<file path="src/rtl/divclk_pkg.sv">
// Shared types and constants for the programmable fractional clock/tick divider.
package divclk_pkg;

   // Divider run state.
   typedef enum logic {
      ST_IDLE = 1'b0,
      ST_RUN  = 1'b1
   } state_e;

   // Smallest integer divisor that still yields a distinct high and low phase.
   localparam int MIN_DIV = 2;

   // Default widths of the integer divisor/period counter and of the fraction.
   localparam int DEF_CNT_W  = 16;
   localparam int DEF_FRAC_W = 4;

endpackage : divclk_pkg

</file>
<file path="src/rtl/divclk_frac_acc.sv">
// Fractional phase accumulator: adds the fractional divisor once per period
// and reports the carry that stretches the next period by one cycle.
module divclk_frac_acc
   import divclk_pkg::*;
#(
   parameter int FRAC_W = DEF_FRAC_W
) (
   input  logic              clk_in,
   input  logic              rst_n,
   input  logic              clr,    // stop or phase restart: accumulator back to 0
   input  logic              load,   // entering RUN: accumulator starts at the fraction
   input  logic              step,   // period boundary: accumulate the fraction
   input  logic [FRAC_W-1:0] add,    // fraction to load or accumulate
   output logic              carry   // carry out of acc + add
);

   logic [FRAC_W-1:0] acc_q;
   logic [FRAC_W-1:0] acc_d;
   logic [FRAC_W-1:0] sum;

   // Sum is one bit wider than the accumulator so the overflow becomes the carry.
   assign {carry, sum} = {1'b0, acc_q} + {1'b0, add};

   // Next accumulator value; clear wins over load, load wins over step.
   always_comb begin
      acc_d = acc_q;
      if (clr) begin
         acc_d = '0;
      end else if (load) begin
         acc_d = add;
      end else if (step) begin
         acc_d = sum;
      end
   end

   // Accumulator register.
   always_ff @(posedge clk_in or negedge rst_n) begin
      if (!rst_n) begin
         acc_q <= '0;
      end else begin
         // NOTE: sequential state uses non-blocking assignments so every flop samples pre-edge values.
         acc_q <= acc_d;
      end
   end

endmodule : divclk_frac_acc

</file>
<file path="src/rtl/divclk_prog.sv">
// Runtime-programmable fractional clock/tick divider with a valid/ready
// divisor reload that takes effect only at period boundaries.
module divclk_prog
   import divclk_pkg::*;
#(
   parameter int CNT_W        = DEF_CNT_W,
   parameter int FRAC_W       = DEF_FRAC_W,
   parameter int DEFAULT_DIV  = 10,
   parameter int DEFAULT_FRAC = 0
) (
   input  logic              clk_in,
   input  logic              rst_n,
   input  logic              en,
   input  logic              sync_clr,
   input  logic              cfg_valid,
   output logic              cfg_ready,
   input  logic [CNT_W-1:0]  cfg_div,
   input  logic [FRAC_W-1:0] cfg_frac,
   output logic              cfg_err,
   output logic              clk_out,
   output logic              tick
);

   localparam logic [CNT_W:0]    LEN_ONE   = (CNT_W+1)'(1);
   localparam logic [CNT_W-1:0]  CNT_ONE   = CNT_W'(1);
   localparam logic [CNT_W-1:0]  MIN_DIV_V = CNT_W'(MIN_DIV);
   localparam logic [CNT_W-1:0]  RST_DIV   = CNT_W'(DEFAULT_DIV);
   localparam logic [FRAC_W-1:0] RST_FRAC  = FRAC_W'(DEFAULT_FRAC);

   // Registered state.
   state_e              state_q,   state_d;
   logic [CNT_W-1:0]    count_q,   count_d;
   logic [CNT_W:0]      len_q,     len_d;     // one extra bit: max divisor plus carry fits
   logic [CNT_W-1:0]    div_q,     div_d;
   logic [FRAC_W-1:0]   frac_q,    frac_d;
   logic                pend_q,    pend_d;
   logic [CNT_W-1:0]    pdiv_q,    pdiv_d;
   logic [FRAC_W-1:0]   pfrac_q,   pfrac_d;
   logic                clk_out_q, clk_out_d;
   logic                tick_q,    tick_d;
   logic                cfg_err_q, cfg_err_d;

   // Combinational helpers.
   logic [CNT_W-1:0]    nxt_div;
   logic [FRAC_W-1:0]   nxt_frac;
   logic                boundary;
   logic                cfg_fire;
   logic                cfg_bad;
   logic                cfg_ok;
   logic                direct;
   logic                acc_clr;
   logic                acc_load;
   logic                acc_step;
   logic [FRAC_W-1:0]   acc_add;
   logic                acc_carry;

   divclk_frac_acc #(
      .FRAC_W (FRAC_W)
   ) u_frac_acc (
      .clk_in (clk_in),
      .rst_n  (rst_n),
      .clr    (acc_clr),
      .load   (acc_load),
      .step   (acc_step),
      .add    (acc_add),
      .carry  (acc_carry)
   );

   // A request can only be taken while no reload is waiting for its boundary.
   assign cfg_ready = ~pend_q;
   assign cfg_err   = cfg_err_q;
   assign clk_out   = clk_out_q;
   assign tick      = tick_q;

   // Next-state logic: run control, config handshake, period length and outputs.
   always_comb begin
      // NOTE: every signal written here gets a default first, so no path can infer a latch.
      state_d   = state_q;
      count_d   = count_q;
      len_d     = len_q;
      div_d     = div_q;
      frac_d    = frac_q;
      pend_d    = pend_q;
      pdiv_d    = pdiv_q;
      pfrac_d   = pfrac_q;
      acc_clr   = 1'b0;
      acc_load  = 1'b0;
      acc_step  = 1'b0;
      acc_add   = frac_q;

      // Values for the next period: a waiting reload replaces the live divisor.
      nxt_div  = pend_q ? pdiv_q  : div_q;
      nxt_frac = pend_q ? pfrac_q : frac_q;
      boundary = (state_q == ST_RUN) && ({1'b0, count_q} == (len_q - LEN_ONE));

      cfg_fire  = cfg_valid && !pend_q;
      cfg_bad   = cfg_fire && (cfg_div < MIN_DIV_V);
      cfg_ok    = cfg_fire && !cfg_bad;
      cfg_err_d = cfg_bad;
      // Idle or stopping: nothing is mid-period, so a new divisor can land at once.
      direct    = (state_q == ST_IDLE) || !en;

      // Stop, restart and boundary all retire a waiting reload.
      if (!en || sync_clr || boundary) begin
         div_d  = nxt_div;
         frac_d = nxt_frac;
         pend_d = 1'b0;
      end

      // Accept after retiring, so a same-cycle request waits for the next boundary.
      if (cfg_ok) begin
         if (direct) begin
            div_d  = cfg_div;
            frac_d = cfg_frac;
         end else begin
            pend_d  = 1'b1;
            pdiv_d  = cfg_div;
            pfrac_d = cfg_frac;
         end
      end

      if (!en) begin
         state_d = ST_IDLE;
         count_d = '0;
         acc_clr = 1'b1;
         len_d   = {1'b0, div_d};
      end else if (sync_clr) begin
         state_d = ST_RUN;
         count_d = '0;
         acc_clr = 1'b1;
         len_d   = {1'b0, div_d};
      end else if (state_q == ST_IDLE) begin
         state_d  = ST_RUN;
         count_d  = '0;
         acc_load = 1'b1;
         acc_add  = frac_d;
         len_d    = {1'b0, div_d};
      end else if (boundary) begin
         count_d  = '0;
         acc_step = 1'b1;
         acc_add  = nxt_frac;
         len_d    = {1'b0, nxt_div} + {{CNT_W{1'b0}}, acc_carry};
      end else begin
         count_d = count_q + CNT_ONE;
      end

      // Outputs follow the next count/len so they line up with the registered state.
      clk_out_d = (state_d == ST_RUN) && ({1'b0, count_d} < (len_d >> 1));
      tick_d    = (state_d == ST_RUN) && ({1'b0, count_d} == (len_d - LEN_ONE));
   end

   // State, configuration and output registers.
   always_ff @(posedge clk_in or negedge rst_n) begin
      if (!rst_n) begin
         state_q   <= ST_IDLE;
         count_q   <= '0;
         len_q     <= {1'b0, RST_DIV};
         div_q     <= RST_DIV;
         frac_q    <= RST_FRAC;
         pend_q    <= 1'b0;
         pdiv_q    <= '0;
         pfrac_q   <= '0;
         clk_out_q <= 1'b0;
         tick_q    <= 1'b0;
         cfg_err_q <= 1'b0;
      end else begin
         state_q   <= state_d;
         count_q   <= count_d;
         len_q     <= len_d;
         div_q     <= div_d;
         frac_q    <= frac_d;
         pend_q    <= pend_d;
         pdiv_q    <= pdiv_d;
         pfrac_q   <= pfrac_d;
         clk_out_q <= clk_out_d;
         tick_q    <= tick_d;
         cfg_err_q <= cfg_err_d;
      end
   end

endmodule : divclk_prog
</file>
<file path="config.mk">
export PLATFORM = sky130hd
export DESIGN_NAME = divclk_prog
export DESIGN_NICKNAME = d
export VERILOG_FILES = /design/src/rtl/divclk_pkg.sv /design/src/rtl/divclk_frac_acc.sv /design/src/rtl/divclk_prog.sv
export SDC_FILE = /design/constraint.sdc
export NUM_CORES = 1
export LEC_CHECK = 0
export CELL_PAD_IN_SITES_DETAIL_PLACEMENT = 0
export CELL_PAD_IN_SITES_GLOBAL_PLACEMENT = 1
export CORE_MARGIN = 2
export CORE_UTILIZATION = 53
export CTS_BUF_LIST = sky130_fd_sc_hd__clkbuf_8
export DETAILED_ROUTE_END_ITERATION = 16
export PLACE_DENSITY = 0.95
export SYNTH_ARGS = -nofsm -noshare
export SYNTH_HDL_FRONTEND = slang
export SYNTH_SLANG_ARGS = --single-unit
</file>
<file path="constraint.sdc">
create_clock -name clk_in -period 13.5 [get_ports clk_in]
set_input_delay 2.7 -clock clk_in [delete_from_list [all_inputs] [get_ports clk_in]]
set_output_delay 2.7 -clock clk_in [all_outputs]
set_load 0.1 [all_outputs]
</file>
# [Yosys cells after proc, flatten, opt, wreduce, memory -nomap -nowiden]
# Index checks and enable logic that the tools add are counted.
[word_totals] reg_bits=82 in_bits=25 output_inout_bits=4 elab_cells=74
[classes] addsub=5 n_lt_le_gt_ge=2 eq_ne=2 mux=36 bitwise_logic=3 reduce_logical=14
[op_table] op="$mux W16" n=8
[op_table] op="$mux W17" n=4
[op_table] op="$mux W4" n=11
[op_table] op="$eq A16 B17 Y1" n=2
[op_table] op="$sub A17 B1 Y17 const B" n=2
[op_table] op="$add A16 B1 Y17" n=1
[op_table] op="$add A16 B1 Y16 const B" n=1
[op_table] op="$lt A16 B16 Y1" n=1
[op_table] op="$lt A16 B2 Y1 const B" n=1
[op_table] op="$mux W1" n=13
[op_table] op="$logic_and A1 B1 Y1" n=6
[op_table] op="$add A4 B4 Y5" n=1
[op_table] op="$logic_not A1 Y1" n=3
[op_table] op="$logic_or A1 B1 Y1" n=3
[op_table] op="$not A1 Y1" n=3
[op_table] op="$reduce_bool A3 Y1" n=1
[op_table] op="$reduce_and A2 Y1" n=1

# [Depth between registers and ports, before layout]
# Gate-level depths: netlist of run 1.
[logic_depth] depth_word=19 ltp_mapped=35 depth_no_buf=33

# [Hierarchy]
# From an unflattened synthesis of run 1, not the netlist that was laid out.
[hier_totals] cells_unflattened=724 area_unflattened_um2=6269.8
[modules_own_cells] module="divclk_prog" instances=1 cells_per_inst=687 area_each_um2=5928.2 seq_area_each_um2=1956.9
[modules_own_cells] module="divclk_frac_acc" instances=1 cells_per_inst=37 area_each_um2=341.6 seq_area_each_um2=100.1

# [Least setup slack after synthesis of run 1]
# Ideal clock, no wire load.
[synth_timing] path_type="input to register" from="in cfg_div[15]" to="reg tick_q (netlist: tick)" arrival_ps=7963 t_required_ps=13389 path_slack_ps=5426 stages=27 path_buffers=3 path_cell_list="nor4_1 nand4_1 and3_1 and2_1 clkbuf_1 clkbuf_1 clkbuf_1 o21ai_0 inv_1 a221oi_1 fa_1 a21o_1 a21o_1 ha_1 ha_1 and3b_1 or4b_2 nor3_1 xnor2_1 mux2i_1 nor2_1 a21oi_1 nand3_1 nor2_1 xor2_1 nand3_1 a2111oi_2"
[synth_between] elab_chain_len=17 word_cells_on_any_way=19 classes_between="3 x add/sub; 1 x order compare; 1 x eq/ne; 10 x mux; 4 x reduce/logical"
[synth_rtl] item="from (decl)" line="divclk_prog.sv:17" source="input logic [CNT_W-1:0] cfg_div,"
[synth_rtl] item="$lt A16 B2 Y1" line="divclk_prog.sv:97" source="cfg_bad = cfg_fire && (cfg_div < MIN_DIV_V);"
[synth_rtl] item="$logic_and A1 B1 Y1" line="divclk_prog.sv:97"
[synth_rtl] item="$logic_not A1 Y1" line="divclk_prog.sv:98" source="cfg_ok = cfg_fire && !cfg_bad;"
[synth_rtl] item="$logic_and A1 B1 Y1" line="divclk_prog.sv:98"
[synth_rtl] item="$mux W4" line="divclk_prog.sv:111" source="if (cfg_ok) begin"
[synth_rtl] item="net frac_d[1]" line="divclk_prog.sv:35" source="logic [FRAC_W-1:0] frac_q, frac_d;"
[synth_rtl] item="$mux W4" line="divclk_prog.sv:132" source="end else if (state_q == ST_IDLE) begin"
[synth_rtl] item="$mux W4" line="divclk_prog.sv:127" source="end else if (sync_clr) begin"
[synth_rtl] item="(+3 left out)"
[synth_rtl] item="$mux W17" line="divclk_prog.sv:138" source="end else if (boundary) begin"
[synth_rtl] item="$mux W17" line="divclk_prog.sv:132"
[synth_rtl] item="$mux W17" line="divclk_prog.sv:127"
[synth_rtl] item="$mux W17" line="divclk_prog.sv:122" source="if (!en) begin"
[synth_rtl] item="$sub A17 B1 Y17" line="divclk_prog.sv:149" source="tick_d = (state_d == ST_RUN) && ({1'b0, count_d} == (len_d - LEN_ONE));"
[synth_rtl] item="$eq A16 B17 Y1" line="divclk_prog.sv:149"
[synth_rtl] item="$logic_and A1 B1 Y1" line="divclk_prog.sv:149"
[synth_rtl] item="net tick_d" line="divclk_prog.sv:40" source="logic tick_q, tick_d;"
[synth_rtl] item="to (signal assigned)" line="divclk_prog.sv:176" source="tick_q <= tick_d;"
[synth_rtl] item="to (decl)" line="divclk_prog.sv:40"
# The timed path passes the listed nets, and every way through them passes these cells.
# A chain may end at the register's enable or synchronous reset.

# [Worst setup path in the final report of run 1]
[layout_timing] from="in en" to="reg tick_q (netlist: tick)"
[layout_between] elab_chain_len=18 word_cells_on_any_way=24 classes_between="3 x add/sub; 1 x eq/ne; 15 x mux; 5 x reduce/logical"
[layout_rtl] item="from (decl)" line="divclk_prog.sv:13" source="input logic en,"
[layout_rtl] item="$logic_not A1 Y1 *"
[layout_rtl] item="$logic_or A1 B1 Y1 (2 in series)" line="divclk_prog.sv:104" source="if (!en || sync_clr || boundary) begin"
[layout_rtl] item="$mux W4" line="divclk_prog.sv:104"
[layout_rtl] item="$mux W4" line="divclk_prog.sv:112" source="if (direct) begin"
[layout_rtl] item="$mux W4 *" line="divclk_prog.sv:111"
[layout_rtl] item="net frac_d[1]" line="divclk_prog.sv:35"
[layout_rtl] item="$mux W4 *" line="divclk_prog.sv:132"
[layout_rtl] item="$mux W4 *" line="divclk_prog.sv:127"
[layout_rtl] item="(+3 left out)"
[layout_rtl] item="$mux W17 *" line="divclk_prog.sv:138"
[layout_rtl] item="$mux W17 *" line="divclk_prog.sv:132"
[layout_rtl] item="$mux W17 *" line="divclk_prog.sv:127"
[layout_rtl] item="$mux W17 *" line="divclk_prog.sv:122"
[layout_rtl] item="$sub A17 B1 Y17 *" line="divclk_prog.sv:149"
[layout_rtl] item="$eq A16 B17 Y1 *" line="divclk_prog.sv:149"
[layout_rtl] item="$logic_and A1 B1 Y1 *" line="divclk_prog.sv:149"
[layout_rtl] item="net tick_d" line="divclk_prog.sv:40"
# The timed path passes the listed nets; every way through them passes the cells marked *.

==> results of run 1 <==
==> cells in the final DEF, fill, tap and decap left out, types with 8 or more instances in the layout <==
| cell type | count |
|---|---|
| inv_1 | 25 |
| clkbuf_8 | 10 |
| and3_1 | 8 |
| nor3_1 | 13 |
| xnor2_1 | 32 |
| o211ai_1 | 8 |
| nand3_1 | 23 |
| nor2_1 | 65 |
| dfrtp_1 | 78 |
| ha_1 | 24 |
| a21o_1 | 10 |
| o21ai_0 | 31 |
| nand2_1 | 55 |
| xor2_1 | 38 |
| a21oi_1 | 38 |
| nor4_1 | 10 |
| nand4_1 | 11 |
| or3_1 | 9 |
| mux2_2 | 26 |
| clkdlybuf4s50_1 | 27 |
| mux2i_1 | 38 |
==> power by group <==
part	internal (uW)	switching (uW)
Combinational	98.8	136
Clock	90.9	102
Sequential	281	42.0
==> registers in the layout, indices dropped and copies added, names as in the netlist <==
name and flops:
cfg_err 1, clk_out 1, count_q 16, div_q 16, frac_q 4, len_q 17, pdiv_q 16, pend_q 1
pfrac_q 4, state_q 1, tick 1, u_frac_acc.acc_q 4
==> logic make-up (layout without fill, tap and decap cells) <==
logic type,Yosys count,after routing,synth area share
fa+ha+maj,25,25,0.0517
mux,64,64,0.109
xor+xnor,70,70,0.0989
flops,82,82,0.332
compound gates,142,142,0.163
simple gates,239,239,0.204
buf+inv,60,78,0.0418
==> worst max-delay path: stages <==
cell,delay [ns]
clkdlybuf4s50_1,0.63
nand2b_1,0.71
nand2_1,0.19
o21ai_2,0.38
mux2i_1,0.15
o21ai_0,0.32
inv_1,0.07
a221oi_1,0.46
fa_1,0.30
a21o_1,0.13
a21o_1,0.11
ha_1,0.20
ha_1,0.22
and3b_1,0.26
or4b_2,0.66
nor3_1,0.27
xnor2_1,0.10
mux2i_1,0.22
nor2_1,0.07
a21oi_1,0.24
nand3_1,0.17
nor2_1,0.17
xor2_1,0.15
nand3_1,0.11
a2111oi_2,0.32
==> area by class of cell <==
class                           count  share of cell area
Clock buffer                       10              0.0204
Multi-Input combinational cell    540               0.576
Sequential cell                    82               0.305
Tap cell                          143              0.0265
Timing Repair Buffer               33              0.0467
Inverter                           29              0.0161
Clock inverter                      6             0.00983
==> metrics by stage <==
step | cells | util | area [um^2] | hold WS [ns]
2_1_floorplan | 682 | - | 6200 | 0.474
3_3_place_gp | 827 | 0.573 | 6540 | 0.485
3_5_place_dp | 827 | 0.573 | 6540 | 0.495
4_1_cts | 843 | 0.591 | 6750 | 0.518
5_1_grt | 843 | 0.591 | 6750 | 0.545
6_report | 843 | 0.591 | 6750 | 0.517
==> worst max path at each step <==
stage	end	slack [ns]	cells past startpoint
floorplan	tick	5.43	27
global placement	tick	4.37	25
detailed placement	tick	4.13	25
CTS	tick	4.48	25
global route	tick	3.89	25
finish	tick	4.46	25
==> routing by layer <==
layer,vias to the layer above,wire length [um],track usage
met5,-,0,0
met4,0,605,0.128
met3,42,777,0.0346
met2,182,8330,0.481
met1,2571,7400,0.372
li1,2498,-,-
==> results.json, run 1 <==
{
  "firstDrtPassIters": 7,
  "outcome": "complete, no violations",
  "drtIter0Drc": 521,
  "whs_path_depth": 1,
  "hpwl_um": 12700,
  "cp_data_required_time_ns": 13.77,
  "place_congestion": 0.932,
  "crit_fanout": 21,
  "synth_common_cells": "dfrtp_1 (78), nor2_1 (65), nand2_1 (55)",
  "crit_arrival_ns": 9.31,
  "synthArstFlopShare": 1.00,
  "min_period_over_period": 0.669,
  "antenna_found_initial": 0,
  "hold_path_end": "pdiv_q[0]",
  "postCtsSetupBuffers": 0,
  "reg2reg_slack_ns": 5.01,
  "cap_violations": 0,
  "clk_pin_slew_worst_paths_ns": 0.09,
  "post-synth-top-count-cell": "dfrtp_1",
  "ios": 29,
  "setup.worst_path.class": "in2reg",
  "setup_violations": 0,
  "syn_nets": 732,
  "core_area_mm2": 0.0114,
  "synth_edf_count": 0,
  "ant_nets": 0,
  "fin_setup_tns_ns": 0,
  "gr-usage-all-layers": 0.286,
  "max_slew_margin": 0.202,
  "grt_start_max_net_pins": 44,
  "p_total_uw": 751,
  "cts_tree": "done",
  "finalHoldViolCount": 0,
  "cts_buffers": 9,
  "synthesis.area_mm2": 0.00620,
  "rr_startpoint": "len_q[0]",
  "cts_buffer_depth": 2,
  "setup_ws_ns": 4.46,
  "post_synth.cell_area_avg_um2": 9.09,
  "dieArea_mm2": 0.0126,
  "grt_pass1_wl_um": 28600,
  "area_growth_pct": 8.84,
  "clk_latency_ns": 0.39,
  "num_vias": 5293,
  "htree_levels": 3,
  "min_period_ns": 9.04,
  "gr-total-overflow": 0,
  "cts-resized-gates": 0,
  "grt_pass1_vias": 5401,
  "start_util": 0.543,
  "ys_seq_area_frac": 0.332,
  "seqCellArea_mm2": 0.00206,
  "rsz0062_at_grt": "no",
  "multiInputGateArea_mm2": 0.00388,
  "reg2reg_to": "tick",
  "critPathLaunch": "en",
  "synthCells": 682,
  "hold_start": "pdiv_q[0]",
  "die_y_um": 112,
  "cts_hold_buf": 0,
  "skew_ns": 0.0153,
  "avgRoutedWirePerCell_um": 20.3,
  "tightest_slew_ns": 1.19,
  "n_antenna_cell": 0,
  "p_leak_uw": 0.00274,
  "port_buffers": 28,
  "synthFlopType": "dfrtp_1",
  "die_w_um": 112,
  "viasPerCell": 6.28,
  "endpoint_kind": "flip-flop",
  "drv_slew": 0,
  "yosysWarnings": 0,
  "yosysUniqueCellTypes": 78,
  "fin_nets": 745,
  "reg2reg_depth": 33,
  "timing.fmax_mhz": 111,
  "synth_top_area_frac": 0.315,
  "yosys.area.top_type": "dfrtp_1",
  "ir_worst_vdd_uv": 80.5,
  "cts_root_buf": "clkbuf_8",
  "drt-total-wl_um": 17100,
  "drive_above_1_share": 0.116,
  "ys_seq_elements": 82,
  "drc": 0,
  "n_fill_cell": 1052,
  "rows": 39,
  "power.density_mw_per_mm2": 111,
  "cts_sinks": 82,
  "start_kind": "input port",
  "hold_class": "reg2reg",
  "dpl_worst_slack_ns": 4.13,
  "synthTopCellsByArea": "dfrtp_1 (31%), mux2i_1 (6.1%), xor2_1 (5.4%)"
}
Power figures use the tool's default switching activity.
==> inputs of run 2 (changes only) <==
CORE_UTILIZATION = 49   (was 53)
PLACE_DENSITY = 0.91   (was 0.95)
clock period = 8.4 ns   (was 13.5 ns; I/O delays follow)
==> run 2 against run 1 <==
Against the previous run:
- hold slack lost 0.0095 ns
- die area grew 7.9%
- sequential power grew 61%
- largest cell class unchanged
==> results.json, run 2 (same netlist as run 1, synthesis figures left out) <==
{
  "cp_data_required_time_ns": 8.65,
  "avgRoutedWirePerCell_um": 18.9,
  "cts_root_buf": "clkbuf_8",
  "gr-usage-all-layers": 0.257,
  "finalHoldViolCount": 0,
  "place_congestion": 0.901,
  "core_area_mm2": 0.0125,
  "start_util": 0.497,
  "num_vias": 5254,
  "grt_pass1_wl_um": 26600,
  "hpwl_um": 12800,
  "drtIter0Drc": 353,
  "drc": 0,
  "final_cell_mix": "dfrtp_1 (78), nor2_1 (65), nand2_1 (55)",
  "drv_slew": 0,
  "n_fill_cell": 1150,
  "p_leak_uw": 0.00278,
  "die_w_um": 116,
  "firstDrtPassIters": 8,
  "clk_latency_ns": 0.36,
  "gr-total-overflow": 0,
  "crit_path_max_incr_delay_ns": 0.66,
  "largest_reg_flops": 17,
  "rows": 41,
  "endpoint_kind": "flip-flop",
  "utilization": 0.548,
  "skew_ns": 0.0102,
  "ios": 29,
  "dpl_cell_area_mm2": 0.00663,
  "tightest_slew_ns": 1.10,
  "max_slew_margin": 0.264,
  "antenna_found_initial": 0,
  "fin_setup_tns_ns": 0,
  "dieArea_mm2": 0.0136,
  "slowest_stage": "or4_1",
  "fin_nets": 751,
  "outcome": "complete, no violations",
  "n_antenna_cell": 0,
  "drt-total-wl_um": 16600,
  "postCtsSetupBuffers": 0,
  "timing.fmax_mhz": 130,
  "drive_above_1_share": 0.125,
  "htree_levels": 3,
  "min_period_over_period": 0.918,
  "cts_buffers": 9,
  "cap_violations": 0,
  "die_y_um": 116,
  "setup.worst_path.class": "reg2reg",
  "grt_start_max_net_pins": 49,
  "clk_pin_slew_worst_paths_ns": 0.09,
  "start_kind": "flip-flop",
  "power.density_mw_per_mm2": 175,
  "area_growth_pct": 10.3,
  "port_buffers": 28,
  "regMostFlops": "len_q",
  "ant_nets": 0,
  "setup_violations": 0,
  "min_period_ns": 7.71,
  "cts_sinks": 82,
  "crit_fanout": 5,
  "final_area_mm2": 0.00684,
  "hold_class": "reg2reg",
  "grt_pass1_vias": 4980,
  "rsz0062_at_grt": "no",
  "cts_tree": "done",
  "cts_buffer_depth": 2,
  "viasPerCell": 5.98,
  "crit_arrival_ns": 7.97,
  "final_common_cell": "dfrtp_1",
  "cp_common_cell": "ha_1",
  "ir_worst_vdd_uv": 110
}
## run 2: cell count changes in the layout (fill, tap and decap cells not counted)
cell      change
buf_4         +6
clkbuf_8      +1
clkinv_2      +1
clkinv_4      -1
inv_6         -1
nor4b_1       -1
nor4b_2       +1
## run 2: worst max-delay path, delay by kind of cell (launching register included)
family | cells | cell delay (ns)
AND/OR/NAND/NOR | 10 | 2.78
buffers and inverters | 2 | 0.21
multiplexers | 2 | 0.38
AO/OA/AOI/OAI | 9 | 2.64
flip-flops | 1 | 0.44
adder cells (fa/ha/maj) | 4 | 0.92
XOR/XNOR | 2 | 0.27
## run 2: per-layer routing
layer / global-route usage / vias up / routed length, um
met5: 0 / - / 0
met4: 0.0810 / 0 / 391
met3: 0.0348 / 22 / 1180
met2: 0.395 / 172 / 7520
met1: 0.378 / 2546 / 7530
li1: - / 2514 / -
## run 2: path summary, 6_finish.rpt
path / slack (ns) / cells after the start / start / to
max: 0.69 / 29 / len_q[0] / tick
min: 0.51 / 1 / pdiv_q[15] / pdiv_q[15]
max reg2reg: 0.69 / 29 / len_q[0] / tick
min reg2reg: 0.51 / 1 / pdiv_q[15] / pdiv_q[15]
max in group asynchronous: 6.15 / 2 / rst_n / frac_q[0]
min in group asynchronous: 1.26 / 1 / rst_n / count_q[12]
## run 2: cell type report
type / count / area (um^2) / share of cell area
Multi-Input combinational cell: 540 / 3890 / 0.569
Sequential cell: 82 / 2060 / 0.301
Timing Repair Buffer: 39 / 360 / 0.0527
Tap cell: 172 / 215 / 0.0315
Clock buffer: 11 / 151 / 0.0221
Inverter: 29 / 109 / 0.0159
Clock inverter: 5 / 53.8 / 0.00787
## run 2: timing repair
action	4_1_cts	5_1_grt
hold buffers	0	0
endpoints found under the setup margin	0	2
gates resized for setup	0	1
endpoints found under the hold margin	0	0
## run 2: report_power, final
group / switching, uW / internal [uW] / total [uW]
Sequential: 67.7 / 452 / 520
Combinational: 219 / 161 / 380
Clock: 145 / 152 / 297
Total: 432 / 765 / 1200
## run 2: stage by stage
step / power, uW / worst slack (ns) / std cells / hold WS (ns)
2_1_floorplan: 785 / 1.35 / 682 / 0.474
3_3_place_gp: 888 / 0.669 / 862 / 0.484
3_5_place_dp: 900 / 0.473 / 862 / 0.489
4_1_cts: 1200 / 0.596 / 878 / 0.510
5_1_grt: 1270 / 0.0766 / 878 / 0.529
6_report: 1200 / 0.688 / 878 / 0.508
==> inputs of run 3 (changes only) <==
ABC_CLOCK_PERIOD_IN_PS = 8400   (was unset)
==> results of run 3 <==
Final layout, timing and power as in run 2 (identical DEF).
